### src/rtl/keypad_scanner.sv
// keypad_scanner: 4x4 matrix keypad scanner with row synchronisation,
// press/release debounce, single-pulse key reporting and no auto-repeat.
module keypad_scanner #(
  parameter int unsigned SCAN_CYCLES     = 4,
  parameter int unsigned DEBOUNCE_CYCLES = 8
) (
  input  logic       clk,
  input  logic       reset_n,
  input  logic [3:0] row_in,
  output logic [3:0] col_out,
  output logic [3:0] key,
  output logic       key_valid
);

  localparam int unsigned SW = (SCAN_CYCLES > 1) ? $clog2(SCAN_CYCLES) : 1;
  localparam int unsigned DW = $clog2(DEBOUNCE_CYCLES + 1);
  localparam logic [SW-1:0] SCAN_LAST = SW'(SCAN_CYCLES - 1);
  localparam logic [DW-1:0] DB_DONE   = DW'(DEBOUNCE_CYCLES);

  typedef enum logic [1:0] {SCAN, DEBOUNCE, HELD, RELEASE} state_t;

  state_t        state;
  logic [3:0]    row_meta;
  logic [3:0]    row_s;
  logic [1:0]    col_idx;
  logic [SW-1:0] scan_cnt;
  logic [DW-1:0] stab_cnt;
  logic [3:0]    cand_key;
  logic [3:0]    cand_rows;
  logic [2:0]    low_count;
  logic [1:0]    low_row;

  // Two-flop synchroniser for the asynchronous row inputs
  always_ff @(posedge clk or negedge reset_n) begin
    if (!reset_n) begin
      row_meta <= '1;
      row_s    <= '1;
    end else begin
      row_meta <= row_in;
      row_s    <= row_meta;
    end
  end

  // Count the low rows and locate the (last) low one
  always_comb begin
    low_count = '0;
    low_row   = '0;
    for (int unsigned i = 0; i < 4; i++) begin
      if (!row_s[i]) begin
        low_count = low_count + 3'd1;
        low_row   = 2'(i);
      end
    end
  end

  // Scan / debounce / hold / release sequencing with registered outputs
  always_ff @(posedge clk or negedge reset_n) begin
    if (!reset_n) begin
      state     <= SCAN;
      col_idx   <= '0;
      col_out   <= 4'b1110;
      scan_cnt  <= '0;
      stab_cnt  <= '0;
      cand_key  <= '0;
      cand_rows <= '1;
      key       <= '0;
      key_valid <= 1'b0;
    end else begin
      key_valid <= 1'b0;
      case (state)
        SCAN: begin
          if (scan_cnt != SCAN_LAST) begin
            scan_cnt <= scan_cnt + 1'b1;
          end else if (low_count == 3'd1) begin
            cand_key  <= {low_row, col_idx};
            cand_rows <= row_s;
            stab_cnt  <= DW'(1);
            state     <= DEBOUNCE;
          end else begin
            col_idx  <= col_idx + 2'd1;
            col_out  <= {col_out[2:0], col_out[3]};
            scan_cnt <= '0;
          end
        end
        DEBOUNCE: begin
          // Once the stable count is reached the key is committed on the
          // following edge regardless of that edge's sample.
          if (stab_cnt == DB_DONE) begin
            key       <= cand_key;
            key_valid <= 1'b1;
            stab_cnt  <= '0;
            state     <= HELD;
          end else if (row_s == cand_rows) begin
            stab_cnt <= stab_cnt + 1'b1;
          end else begin
            col_idx  <= col_idx + 2'd1;
            col_out  <= {col_out[2:0], col_out[3]};
            scan_cnt <= '0;
            stab_cnt <= '0;
            state    <= SCAN;
          end
        end
        HELD: begin
          if (row_s == 4'b1111) begin
            stab_cnt <= DW'(1);
            state    <= RELEASE;
          end
        end
        RELEASE: begin
          if (stab_cnt == DB_DONE) begin
            col_idx  <= col_idx + 2'd1;
            col_out  <= {col_out[2:0], col_out[3]};
            scan_cnt <= '0;
            stab_cnt <= '0;
            state    <= SCAN;
          end else if (row_s == 4'b1111) begin
            stab_cnt <= stab_cnt + 1'b1;
          end else begin
            stab_cnt <= '0;
            state    <= HELD;
          end
        end
        default: state <= SCAN;
      endcase
    end
  end

endmodule

### config.mk
export PLATFORM = sky130hd
export DESIGN_NAME = keypad_scanner
export DESIGN_NICKNAME = d
export VERILOG_FILES = /design/src/rtl/keypad_scanner.sv
export SDC_FILE = /design/constraint.sdc
export NUM_CORES = 1
export LEC_CHECK = 0
export CORE_ASPECT_RATIO = 0.8
export CORE_MARGIN = 2
export CORE_UTILIZATION = 54
export CTS_CLUSTER_SIZE = 28
export DETAILED_ROUTE_END_ITERATION = 10
export GPL_TIMING_DRIVEN = 0
export HOLD_SLACK_MARGIN = 0.08
export PLACE_DENSITY = 0.76
export SYNTH_ARGS = -nofsm -noshare
export SYNTH_HDL_FRONTEND = slang
export SYNTH_SLANG_ARGS = --single-unit
### constraint.sdc
create_clock -name clk -period 3.8 [get_ports clk]
set_input_delay 0.38 -clock clk [delete_from_list [all_inputs] [get_ports clk]]
set_output_delay 0.38 -clock clk [all_outputs]
set_load 0.05 [all_outputs]
==> reports/qor.log <==
[placed_design] placed cell count 182
[logic_synthesis] portion of synthesized cell area occupied by the leading cell type 30.67%
[timing] Max transition margin 52.03%
[worst_setup_path] CP max stage delay 0.59 ns
[layout] Area Overhead vs Synth 18.33%
[layout] number of antenna repair diodes 0
[pwr] power density cells 585.9 nW/um2
[floorplanning] Initial Util 58.11%
[floorplanning] die outline area 3480 um2
[worst_setup_path] slowest library cell on the worst path dfstp_2
[floorplanning] Rows 17
[placed_design] RD Place Congestion 0.8098
[logic_synthesis] top_reg_cell synth dfrtp_1
[clock_network] clock root buffer clkbuf_8
[worst_setup_path] path type of the worst setup path reg2reg
[clock_network] Max H-tree Level 2
[grt] wire length of the first global-routing pass 4.705 mm
[pwr] IR drop worst, VDD 380.4 uV
[floorplanning] width of the die 65.46 um
[clock_network] clock buffer depth 2
[layout] final-stage net count 164
[timing] final setup violation count 0
[pwr] Internal Dissipation 0.8061 mW
[drt] number of violations reported at the end of detailed-routing iteration 0 46
[logic_synthesis] adder and majority cell fraction of the synthesized area 5.368%
[drt] antenna violation net count after detailed routing 0
[worst_setup_path] maximum net fanout on the critical path 5
[placed_design] pre-CTS setup slack 0.8596 ns
[grt] number of global-route vias before repair 1000
[logic_synthesis] ys async rst share 100.0%
[logic_synthesis] Post-synth EDFFs 0
[pwr] Switching Share 28.74%
[pwr] register share of total power 46.4%
[timing] maximum clock skew at final layout 0.007485 ns
[logic_synthesis] ranking of synthesized cells by instance count 20 x dfrtp_1, 15 x dfstp_2, 9 x nand2_1, 8 x inv_1, 8 x o21ai_0
[clock_network] clock buffer count from CTS 5
[worst_hold_path] HP Class in2async
[clock_network] post-CTS setup buffer count 0
[grt] antenna violations before repair 0
[layout] fraction of layout cells with a size suffix above 1 30.92%
[logic_synthesis] multiplexer fraction of the synthesized cell area 10.35%
[floorplanning] Ports 15
[pwr] clock network power share 30.2%
[clock_network] Clk Latency, worst-skew pair 0.30 ns
[logic_synthesis] portion of the post-synthesis area used by sequential elements 54.83%
[clock_network] clock slew at reported path FFs 0.08 ns
[logic_synthesis] count of unique library cells instantiated by Yosys 36
[drt] drc violations 0
[timing] slack of the critical path 0.8413 ns
[timing] final period demand of the worst path 2.959 ns
[grt] residual overflow from global routing 0
[logic_synthesis] average cell area after synthesis 12.55 um2
[layout] non-filler instance count after layout 190
[worst_setup_path] cell mode on critical path ha_1
[logic_synthesis] main combinational cell family by area after synthesis simple AND/OR/NAND/NOR gates
[pwr] sw power 0.3251 mW
[drt] Initial DRT Pass Iterations 4
[pwr] combinational fraction of design power 23.4%
[placed_design] count of input and output buffers 14
[worst_setup_path] ordered cell list for the critical path inv_1 -> ha_1 -> xnor2_1 -> ha_1 -> or2_2 -> o211ai_2 -> nand4_1 -> nand3b_1 -> mux2_2
[logic_synthesis] cell accounting for the most synthesized area dfrtp_1
[grt] GR Util All Layers 19.56%
[logic_synthesis] Area contributors post-synth dfrtp_1 31%, dfstp_2 24%, mux2_4 5.5%
[drt] total via count after detailed routing 995
[timing] count of final max-slew check failures 0
[drt] average via count per standard cell 5.237
[logic_synthesis] Post-Syn Nets 143
[drt] Routed wire per std cell 14.47 um
[timing] Final TNS setup 0 ns
[worst_setup_path] critical path data required time 3.98 ns
[logic_synthesis] synthesis warning total 0
[logic_synthesis] complex-gate fraction of the synthesized area 6.902%
[worst_setup_path] critical path endpoint category flop
[clock_network] Clock Sink Count 35
[timing] RSZ-0062 raised after global routing no
[logic_synthesis] gate count after technology mapping 130
[timing] transition time at the pin with the least slew margin 0.7195 ns
[timing] Highest Clock Rate 0.3380 GHz
[floorplanning] Die Span Y 53.17 um
[logic_synthesis] Yosys reg bits 35
[grt] largest net degree at the start of global routing 36
[worst_setup_path] CP startpoint kind flop
[logic_synthesis] post-synthesis xor/xnor area fraction 6.365%
[logic_synthesis] simple-gate share of the synthesized area 11.66%
[placed_design] Detail Placement HPWL 1.926 mm
[floorplanning] floorplan core area 2808 um2
[clock_network] TritonCTS clock tree yes
[timing] final hold violations 0
[drt] wirelength, routed 2.749 mm
[clock_network] cts repair resizes 0
[run] Max-Cap Viols 0
[timing] post-route fraction of the period consumed by the critical path 77.86%
[outcome] outcome finished clean
[clock_network] CTS Hold Buffers Added 0
[logic_synthesis] netlist area before placement 1632 um2
[worst_setup_path] WP data arrival 3.14 ns
[pwr] Static Leak 0.8748 nW
[logic_synthesis] count leader, synth dfrtp_1
## metrics by stage
step | cell area [um2] | total power [mW] | utilization (%) | hold slack (ns)
2_1_floorplan | 1632 | 0.7273 | - | 0.08441
3_3_place_gp | 1819 | 0.7739 | 64.80 | 0.3453
3_5_place_dp | 1814 | 0.7926 | 64.62 | 0.3478
4_1_cts | 1931 | 1.140 | 68.76 | 0.1583
5_1_grt | 1931 | 1.200 | 68.76 | 0.2009
6_report | 1931 | 1.131 | 68.76 | 0.1308
## flip-flops by register name, indices dropped and copies added, names as in the netlist
name / cells
cand_key: 4
cand_rows: 4
col_idx: 2
col_out: 4
key: 4
key_valid: 1
row_meta: 4
row_s: 4
scan_cnt: 2
stab_cnt: 4
state: 2
## power groups by stage
stage | sequential [mW] | combinational, mW | clock (mW)
floorplan | 0.512 | 0.216 | 0
global placement | 0.522 | 0.251 | 0
detailed placement | 0.529 | 0.264 | 0
CTS | 0.526 | 0.267 | 0.347
global route | 0.535 | 0.299 | 0.367
finish | 0.525 | 0.265 | 0.341
## path summary, 6_finish.rpt
kind	from	to	slack [ns]	depth (start not counted)
min in group clk	row_meta[2]	row_s[2]	0.36	0
worst min-delay path	reset_n	cand_key[2]	0.13	1
worst max register to register	row_s[1]	scan_cnt[1]	0.84	9
worst max-delay path	row_s[1]	scan_cnt[1]	0.84	9
max in group asynchronous	reset_n	stab_cnt[2]	3.20	1
worst min register to register	row_meta[2]	row_s[2]	0.36	0
## critical path, delay by kind of cell (launching register included)
family | cells | cell delay [ns]
mux | 1 | 0.34
fa+ha+maj | 2 | 0.62
xor+xnor | 1 | 0.27
simple gates | 3 | 0.77
compound gates | 1 | 0.19
flops | 1 | 0.59
buf+inv | 1 | 0.07
## kinds of logic (layout without fill, tap and decap cells)
family	count (synthesis)	count (layout)
DFF	35	35
and+or+nand+nor	34	34
AOI/OAI and AO/OA	17	17
muxes	13	13
buffers and inverters	13	35
xor gates and xnor gates	11	11
adders and majority gates	7	7
## per-layer routing
| layer | global-route usage (%) | share of wire, % |
|---|---|---|
| met1 | 25.31 | 48 |
| met2 | 28.91 | 46 |
| met3 | 8.298 | 3.9 |
| met4 | 8.333 | 2.0 |
| met5 | 0 | 0 |
## area by class of cell
type                    count  area, um2
flip-flops and latches     35      894.6
fillers                   213      877.1
multi-input cells          82      663.1
repair buffers             14      135.1
clock buffers               5      68.82
clock inverters             3      47.55
well taps                  38      47.55
plain buffers               5      43.79
inverters                   8      30.03
## cell usage in the layout, fill, tap and decap left out, drive strengths merged, types with 5 or more instances in the layout
master,synthesis,routed
nand2,9,9
o21ai,8,8
inv,8,9
clkdlybuf4s50,0,13
dfstp,15,15
xor2,6,6
nor2,5,5
dfrtp,20,20
clkbuf,1,6
buf,4,5
ha,7,7
xnor2,5,5
mux2,13,13
Note: power is estimated with default switching activity, not from simulation.
